### config.mk
export PLATFORM = sky130hd
export DESIGN_NAME = sc_seq_counter
export DESIGN_NICKNAME = d
export VERILOG_FILES = /design/src/rtl/sc_seq_counter.sv
export SDC_FILE = /design/constraint.sdc
export NUM_CORES = 1
export LEC_CHECK = 0
export BUFFER_PORTS_ARGS = -buffer_cell sky130_fd_sc_hd__buf_2
export CAP_MARGIN = 20
export CORE_MARGIN = 3
export CORE_UTILIZATION = 45
export DETAILED_ROUTE_END_ITERATION = 6
export MAX_ROUTING_LAYER = met4
export PLACE_DENSITY = 0.67
export SLEW_MARGIN = 0
export SYNTH_ARGS = -nofsm -noshare
export SYNTH_HDL_FRONTEND = slang
export SYNTH_SLANG_ARGS = --single-unit
### constraint.sdc
create_clock -name clock_i -period 2.25 [get_ports clock_i]
set_input_delay 0.225 -clock clock_i [delete_from_list [all_inputs] [get_ports clock_i]]
set_output_delay 0.225 -clock clock_i [all_outputs]
set_load 0.02 [all_outputs]
### src/rtl/sc_seq_counter.sv
// sc_seq_counter: multi-pass bitstream position counter with IDLE/RUN/DONE sequencing.
// Optional feature: define SC_SEQ_ABORT_EN to let abort_i cancel a running sequence.
`ifndef SC_LEN_LOG
`define SC_LEN_LOG 8
`endif
module sc_seq_counter #(
    parameter int CNT_W  = `SC_LEN_LOG,
    parameter int PASS_W = 4
) (
    input  logic              clock_i,
    input  logic              reset_ni,
    input  logic              start_i,
    input  logic [CNT_W-1:0]  len_m1_i,
    input  logic [PASS_W-1:0] passes_m1_i,
    input  logic              enable_i,
    input  logic              abort_i,
    output logic [CNT_W-1:0]  sc_count_o,
    output logic [PASS_W-1:0] pass_idx_o,
    output logic              sc_count_done_o,
    output logic              pass_done_o,
    output logic              busy_o,
    output logic              done_o
);
    typedef enum logic [1:0] {IDLE, RUN, DONE} state_t;
    state_t            state_q;
    logic [CNT_W-1:0]  cnt_q, len_q;
    logic [PASS_W-1:0] pass_q, passes_q;
    logic              last, abort_hit;
`ifdef SC_SEQ_ABORT_EN
    assign abort_hit = abort_i;
`else
    logic unused_abort;
    assign unused_abort = abort_i;
    assign abort_hit    = 1'b0;
`endif
    assign last            = (state_q == RUN) && (cnt_q == len_q);
    assign sc_count_o      = cnt_q;
    assign pass_idx_o      = pass_q;
    assign sc_count_done_o = last;
    assign pass_done_o     = last && enable_i;
    assign busy_o          = state_q == RUN;
    assign done_o          = state_q == DONE;
    // Sequencer: start latches geometry, RUN walks positions then passes, DONE lasts one cycle.
    always_ff @(posedge clock_i or negedge reset_ni) begin
        if (!reset_ni) begin
            state_q  <= IDLE;
            cnt_q    <= '0;
            pass_q   <= '0;
            len_q    <= '0;
            passes_q <= '0;
        end else begin
            case (state_q)
                RUN: begin
                    if (abort_hit) begin
                        state_q <= IDLE;
                        cnt_q   <= '0;
                        pass_q  <= '0;
                    end else if (enable_i) begin
                        if (cnt_q == len_q) begin
                            cnt_q <= '0;
                            if (pass_q < passes_q) begin
                                pass_q <= pass_q + 1'b1;
                            end else begin
                                pass_q  <= '0;
                                state_q <= DONE;
                            end
                        end else begin
                            cnt_q <= cnt_q + 1'b1;
                        end
                    end
                end
                IDLE, DONE: begin
                    if (start_i) begin
                        state_q  <= RUN;
                        cnt_q    <= '0;
                        pass_q   <= '0;
                        len_q    <= len_m1_i;
                        passes_q <= passes_m1_i;
                    end else begin
                        state_q <= IDLE;
                    end
                end
                default: state_q <= IDLE;
            endcase
        end
    end
endmodule
==> results of run 1 <==
[sequential cells by signal, summed over array words and instances (netlist names)]
signal / cells
len_q: 8
pass_idx_o: 4
passes_q: 4
sc_count_o: 8
state_q: 2
[timing repair]
| item | 4_1_cts | 5_1_grt |
|---|---|---|
| endpoints found under the setup margin | 0 | 1 |
| gates resized for setup | 0 | 1 |
| hold buffers | 1 | 0 |
| endpoints found under the hold margin | 26 | 0 |
[metal layers]
layer / share of wire (%) / GRT usage (%) / up-vias
met2: 45 / 24.9 / 26
met3: 4.5 / 2.73 / 0
met1: 51 / 26.0 / 542
met4: 0 / 3.94 / 0
met5: 0 / - / -
li1: - / - / 583
[power breakdown]
part / switching [mW] / leakage [nW] / internal [mW] / total (mW)
Combinational: 0.215 / 0.486 / 0.162 / 0.376
Sequential: 0.109 / 0.307 / 0.529 / 0.638
Clock: 0.142 / 0.0279 / 0.180 / 0.322
Total: 0.466 / 0.822 / 0.871 / 1.34
[cells by family after synthesis]
family | Yosys count | share of synthesized area (%)
buffers and inverters | 10 | 2.90
flip-flops | 26 | 47.1
AO/OA/AOI/OAI | 23 | 13.0
adder cells (fa/ha/maj) | 5 | 4.53
XOR/XNOR | 8 | 5.08
AND/OR/NAND/NOR | 78 | 27.4
[metrics by stage]
step	instances	util, %	setup slack (ns)	hold WS, ns	instance area [µm²]
global route	214	57.6	0.0144	0.0608	1630
floorplan	150	-	0.461	-0.0706	1380
finish	214	57.6	0.167	0.0763	1630
CTS	214	57.5	0.112	0.0711	1630
detailed placement	209	55.3	0.504	0.256	1560
global placement	209	55.3	0.521	0.256	1560
[final timing paths]
| path | to | slack, ns |
|---|---|---|
| max reg2reg | pass_idx_o[0]$_DFFE_PN0P_ | 0.51 |
| max in group asynchronous | passes_q[1]$_DFFE_PN0P_ | 1.45 |
| min reg2reg | passes_q[0]$_DFFE_PN0P_ | 0.50 |
| min in group asynchronous | state_q[1]$_DFFE_PN0P_ | 0.41 |
| max | pass_done_o | 0.17 |
| min | len_q[3]$_DFFE_PN0P_ | 0.08 |
[synth_stat cells, drive strengths merged]
master,n,area share [%]
or2,3,1.4
o21ai,8,3.2
ha,5,4.5
nor3,1,1.2
o2bb2ai,3,1.9
o211ai,1,0.54
nor2b,1,0.45
and2,1,0.45
o221ai,1,1.1
o311ai,5,3.2
nor2,8,2.2
xnor2,8,5.1
nand2b,4,1.8
o22ai,2,0.91
and3,2,0.91
nand4,7,4.1
o21a,2,1.1
buf,2,0.73
a2111oi,1,1.1
nand3b,1,0.54
or3,1,0.45
nand2,44,12
dfrtp,26,47
clkbuf,2,0.54
nand3,5,1.8
inv,6,1.6
[worst reg2reg max path: stages (launching register included)]
cell and delay (ns):
dfrtp_1 0.45, ha_1 0.33, a2111oi_2 0.35, o21a_1 0.26
nand2_2 0.10, o22ai_1 0.18
[area by class of cell]
class                   count  area (µm²)
inverters                   6        22.5
multi-input cells         114         692
flip-flops and latches     26         651
clock inverters             1        30.0
fillers                   267        1200
well taps                  31        38.8
repair buffers             33         173
clock buffers               3        22.5
[cell usage in the layout, fill, tap and decap left out, types with 2 or more instances in the layout]
master / instances
or2_2: 2
o21ai_0: 7
nand3_1: 5
buf_2: 31
nand4_2: 2
nand2b_1: 4
o21a_1: 2
o2bb2ai_1: 3
nor2_1: 8
and3_1: 2
inv_1: 6
nand2_1: 43
xnor2_1: 8
nand4_1: 5
o311ai_0: 5
dfrtp_1: 26
clkbuf_4: 3
ha_1: 5
o22ai_1: 2
==> out/metrics.cfg, run 1 <==
[global_routing]
grt-ovfl-total = 0
antenna_found_initial = 0
grt_pass1_vias = 1056
grt_pass1_wl_um = 4860
grtUsageTotal_pct = 17.4
grt_max_degree = 27

[drt]
drt_iter0_drc = 82
viasPerCell = 5.38
final_antenna_net_count = 0
wl_um = 2900
wire_per_inst_um = 13.6
vias = 1151
drt_first_pass_iters = 4
drc = 0

[logic_synthesis]
ys_seq_area_share_pct = 47.1
syn_area_per_cell_um2 = 9.20
syn-cell-area_um2 = 1380
syn_inst = 150
ys_seq_elements = 26
yosysWarningCount = 0
synthDistinctLibCells = 30
syn_nets = 172

[worst_hold_path]
holdPathStages = 3
worst_hold_path_type = input pin to flip-flop
min_from = len_m1_i[3]

[die]
coreArea_um2 = 2830
io_pins = 33
initial_core_util_pct = 48.8
fp-row-count = 19
dieArea_um2 = 3770
die_w_um = 61.4
dieHeight_um = 61.4

[sta]
slew_headroom_pct = 61.3
finClkSkew_ns = 0.0115
setup_tns_ns = 0
rsz0062_at_grt = false
slew_violations = 0
timing.fmax_mhz = 480
worst_slew_pin_slew_ns = 0.581
final_hold_viol_count = 0
setup_viol = 0
finalWorstPathRequiredPeriod_ns = 2.08
fin_crit_sh_pct = 92.6

[placement]
finalWeightedCongestion = 0.802
port_buffers = 31
dp_hpwl_um = 2150

[clock_tree]
clk_latency_ns = 0.32
cts_sinks = 26
numCtsBuffers = 3
clockBufferDepth = 2
clk_pin_slew_worst_paths_ns = 0.15
post-cts-setup-buffer-count = 0
cts_tree = done
cts_root_buf = clkbuf_4
htreeDepth = 1

[power]
power_mw = 1.34
power.density_nw_per_um2 = 821
irDropWorstVdd_mv = 0.459
p_leak_nw = 0.822

[worst_setup_path]
crit_start = sc_count_o[2]$_DFFE_PN0P_
rr_startpoint = pass_idx_o[1]$_DFFE_PN0P_
worstPathBufferInverterCount = 1
cpMaxStageDelayCell = dfrtp_1
cp_top_family = simple AND/OR/NAND/NOR gates
critical_path.max_stage_delay_ns = 0.50
endpoint_kind = output port
cp_data_required_time_ns = 2.03
cp.arrival_ns = 1.86
cp_max_fo = 7
reg2regPathDepth = 5
cp-start-kind = flip-flop
path_class = flip-flop to output port
cp.depth = 4
cp_cell_sequence = xnor2_1 > nand4_2 > nor3_4 > buf_2

[cells_and_area]
drive_gt1_share_pct = 25.1
area_delta_synth_final_pct = 18.0
fin_nets = 206
diodes = 0

[job]
cap_violations = 0

[outcome]
outcome = completed

Power figures use the tool's default switching activity.
==> inputs of run 2 (changes only) <==
==> constraint.sdc (replaced) <==
create_clock -name clock_i -period 2.5 [get_ports clock_i]
set_input_delay 0.25 -clock clock_i [delete_from_list [all_inputs] [get_ports clock_i]]
set_output_delay 0.25 -clock clock_i [all_outputs]
set_load 0.02 [all_outputs]
==> out/metrics.cfg, run 2 (synthesis gave the netlist of run 1 again) <==
[worst_setup_path]
worstPathBufferInverterCount = 1
critical_path.max_stage_delay_ns = 0.50
cp-start-kind = flip-flop
cp_cell_sequence = xnor2_1 > nand4_2 > or2_1 > nor2_1 > buf_2
path_class = flip-flop to output port
cp.arrival_ns = 1.91
cpMaxStageDelayCell = dfrtp_1
cp_data_required_time_ns = 2.25
endpoint_kind = output port
cp_max_fo = 7
cp_top_family = simple AND/OR/NAND/NOR gates

[placement]
place_inst = 209
finalWeightedCongestion = 0.803
dp_hpwl_um = 2170
port_buffers = 31

[global_routing]
grtUsageTotal_pct = 18.0
antenna_found_initial = 0
grt-ovfl-total = 0
grt_max_degree = 27
grt_pass1_wl_um = 4810
grt_pass1_vias = 1079

[sta]
final_hold_viol_count = 0
finalWorstPathRequiredPeriod_ns = 2.16
finClkSkew_ns = 0.00949
rsz0062_at_grt = false
timing.fmax_mhz = 463
setup_viol = 0
setup_tns_ns = 0
slew_violations = 0
worst_slew_pin_slew_ns = 0.560
fin_hold_ws_ns = 0.0982
fin_crit_sh_pct = 86.5
slew_headroom_pct = 62.7

[drt]
drt_first_pass_iters = 4
drc = 0
final_antenna_net_count = 0
drt_iter0_drc = 67
vias = 1162
wire_per_inst_um = 13.5
viasPerCell = 5.43
wl_um = 2900

[cells_and_area]
diodes = 0
drive_gt1_share_pct = 24.6
final_cell_mix = 43 x nand2_1, 31 x buf_2, 26 x dfrtp_1
final_common_cell = nand2_1
finalNonFillerCells = 214
area_delta_synth_final_pct = 17.9
fin_nets = 206

[worst_hold_path]
worst_hold_path_type = input pin to flip-flop

[die]
io_pins = 33
dieHeight_um = 61.4
fp-row-count = 19
coreArea_um2 = 2830
die_w_um = 61.4
initial_core_util_pct = 48.8
dieArea_um2 = 3770

[job]
cap_violations = 0

[power]
switching_share_pct = 35.0
p_leak_nw = 0.820
p_sw_mw = 0.422
power.density_nw_per_um2 = 741
power_frac_comb_pct = 28.2
internal_power_mw = 0.784
p_seq_share_pct = 47.6
clockPowerShare_pct = 24.2
power_mw = 1.21
irDropWorstVdd_mv = 0.330

[clock_tree]
cts_hold_buffers = 1
cts_sinks = 26
htreeDepth = 1
cts_root_buf = clkbuf_4
clk_pin_slew_worst_paths_ns = 0.15
cts_tree = done
numCtsBuffers = 3
post_cts_resized = 0
post-cts-setup-buffer-count = 0
clockBufferDepth = 2
clk_latency_ns = 0.32

[outcome]
outcome = completed

-- run 2: cell counts in the layout (fill, tap and decap cells not counted) --
No cell type changed its count.
-- run 2: path summary, 6_finish.rpt --
kind | depth (start not counted) | from | to | slack [ns]
worst max-delay path | 5 | sc_count_o[2]$_DFFE_PN0P_ | sc_count_done_o | 0.34
worst min-delay path | 3 | len_m1_i[7] | len_q[7]$_DFFE_PN0P_ | 0.1
worst max register to register | 5 | pass_idx_o[1]$_DFFE_PN0P_ | pass_idx_o[2]$_DFFE_PN0P_ | 0.75
worst min register to register | 2 | passes_q[0]$_DFFE_PN0P_ | passes_q[0]$_DFFE_PN0P_ | 0.50
max in group asynchronous | 2 | reset_ni | pass_idx_o[3]$_DFFE_PN0P_ | 1.70
min in group asynchronous | 2 | reset_ni | state_q[1]$_DFFE_PN0P_ | 0.42
-- run 2: layout make-up --
class / count / area [µm²]
clock buffers: 3 / 22.5
clock inverters: 1 / 30.0
fillers: 278 / 1200
inverters: 6 / 22.5
multi-input cells: 114 / 689
flip-flops and latches: 26 / 651
well taps: 31 / 38.8
repair buffers: 33 / 173
-- run 2: stage by stage --
stage          instance area (µm²)  setup slack, ns  util [%]
2_1_floorplan                 1380            0.686         -
3_3_place_gp                  1560            0.747      55.3
3_5_place_dp                  1560            0.714      55.3
4_1_cts                       1630            0.325      57.5
5_1_grt                       1630            0.146      57.5
6_report                      1630            0.338      57.5
-- run 2: worst reg2reg max path, delay by kind of cell, from the launching register on --
kind	cells	cell delay, ns
AOI/OAI and AO/OA	3	0.80
and+or+nand+nor	1	0.10
DFF	1	0.45
adders and majority gates	1	0.33
-- run 2: power groups by stage --
stage | logic [mW] | registers, mW | clock network (mW)
after CTS | 0.343 | 0.571 | 0.298
after floorplan | 0.186 | 0.612 | 0
after global routing | 0.384 | 0.585 | 0.317
after global placement | 0.330 | 0.574 | 0
final | 0.340 | 0.574 | 0.292
after detailed placement | 0.339 | 0.580 | 0
-- run 2: layer usage --
metal | GRT usage [%] | vias to the layer above | part of all wire, %
met3 | 2.73 | 2 | 3.7
li1 | - | 587 | -
met2 | 28.4 | 21 | 48
met1 | 23.6 | 552 | 47
met4 | 6.06 | 0 | 0.69
met5 | - | - | 0
==> inputs of run 3 (changes only) <==
--- a/config.mk
+++ b/config.mk
@@ -7,7 +7,7 @@
 export LEC_CHECK = 0
 export BUFFER_PORTS_ARGS = -buffer_cell sky130_fd_sc_hd__buf_2
 export CAP_MARGIN = 20
-export CORE_MARGIN = 3
+export CORE_MARGIN = 2
 export CORE_UTILIZATION = 45
 export DETAILED_ROUTE_END_ITERATION = 6
 export MAX_ROUTING_LAYER = met4
==> constraint.sdc (replaced) <==
create_clock -name clock_i -period 2.5 [get_ports clock_i]
set_input_delay 0.375 -clock clock_i [delete_from_list [all_inputs] [get_ports clock_i]]
set_output_delay 0.375 -clock clock_i [all_outputs]
set_load 0.02 [all_outputs]
==> out/metrics.cfg, run 3 (synthesis gave the netlist of run 1 again) <==
[worst_setup_path]
cp.arrival_ns = 1.91
cp-start-kind = flip-flop
cp_data_required_time_ns = 2.12
rr_startpoint = pass_idx_o[1]$_DFFE_PN0P_
cp_max_fo = 7
endpoint_kind = output port
crit_start = sc_count_o[5]$_DFFE_PN0P_
reg2regPathDepth = 5
path_class = flip-flop to output port

[global_routing]
grtUsageTotal_pct = 19.2
grt-ovfl-total = 0
antenna_found_initial = 0
grt_pass1_vias = 1126
grt_max_degree = 27
grt_pass1_wl_um = 4950

[drt]
drc = 0
wire_per_inst_um = 13.7
route.met3.wl_um = 81
drt_first_pass_iters = 4
final_antenna_net_count = 0
wl_met2_um = 1400
vias = 1180
top_layer = met4
drt_iter0_drc = 57
viasPerCell = 5.51
wl_um = 2930
met1_length_um = 1400

[clock_tree]
clk_latency_ns = 0.31
clockBufferDepth = 2
cts_hold_buffers = 0
cts_sinks = 26
cts_root_buf = clkbuf_4
htreeDepth = 1
clk_pin_slew_worst_paths_ns = 0.13
post-cts-setup-buffer-count = 0
cts_tree = done
numCtsBuffers = 3
post_cts_resized = 0

[sta]
slew_headroom_pct = 61.5
finalWorstPathRequiredPeriod_ns = 2.28
setup_viol = 0
timing.fmax_mhz = 438
slew_violations = 0
worst_slew_pin_slew_ns = 0.578
finClkSkew_ns = 0.00318
fin_hold_ws_ns = 0.0353
rsz0062_at_grt = false
setup_tns_ns = 0
fin_crit_sh_pct = 91.3
final_hold_viol_count = 0

[die]
dieArea_um2 = 3530
fp-row-count = 20
dieHeight_um = 59.4
coreArea_um2 = 2980
io_pins = 33
die_w_um = 59.4
initial_core_util_pct = 46.3

[worst_hold_path]
worst_hold_path_type = input pin to async pin

[cells_and_area]
multi_input_area_um2 = 689
final_cell_mix = 43 x nand2_1, 31 x buf_2, 26 x dfrtp_1
fillers = 290
diodes = 0
drive_gt1_share_pct = 24.3
ff_latch_area_um2 = 651
final_common_cell = nand2_1
fin_nets = 205
area_delta_synth_final_pct = 15.1

[outcome]
outcome = completed

[power]
power.density_nw_per_um2 = 682
p_leak_nw = 0.802
irDropWorstVdd_mv = 0.254

[placement]
port_buffers = 31
dp_hpwl_um = 2210
finalWeightedCongestion = 0.780

[job]
cap_violations = 0

run 3: final cells by class:
| cell class | count | area share, % |
|---|---|---|
| Timing Repair Buffer | 32 | 10.2 |
| Clock buffer | 3 | 1.42 |
| Sequential cell | 26 | 40.9 |
| Multi-Input combinational cell | 114 | 43.4 |
| Tap cell | 33 | 2.60 |
| Inverter | 6 | 1.42 |
run 3: routing by layer:
layer,track usage (%),vias up
li1,-,580
met1,24.9,575
met2,30.0,19
met3,3.06,6
met4,7.47,0
met5,-,-
run 3: per-stage QoR:
stage               cell area, µm²  cells  worst slack, ns  total power, mW  utilization, %
floorplan                     1380    150            0.561            0.798               -
global placement              1570    211            0.619            0.904            52.6
detailed placement            1570    211            0.590            0.919            52.6
CTS                           1590    214            0.217             1.09            53.4
global route                  1590    214            0.129             1.16            53.4
finish                        1590    214            0.218             1.08            53.4
run 3: worst paths after layout:
| check | end | slack (ns) |
|---|---|---|
| worst max-delay path | sc_count_done_o | 0.22 |
| worst min-delay path | state_q[1]$_DFFE_PN0P_ | 0.04 |
| min in group clock_i | len_q[0]$_DFFE_PN0P_ | 0.24 |
| worst min register to register | passes_q[0]$_DFFE_PN0P_ | 0.50 |
| worst max register to register | pass_idx_o[2]$_DFFE_PN0P_ | 0.74 |
| max in group asynchronous | len_q[6]$_DFFE_PN0P_ | 2.08 |
run 3: report_power, final:
part           total (mW)  internal, mW  switching (mW)  leakage [nW]
logic               0.338         0.145           0.193         0.480
registers           0.572         0.476          0.0964         0.307
clock network       0.173        0.0564           0.117        0.0138
run 3: worst max-delay path: stages (launching register included):
cell and delay [ns]:
dfrtp_1 0.50, xnor2_1 0.22, nand4_2 0.20, or2_1 0.38, nor2_1 0.12, buf_2 0.17
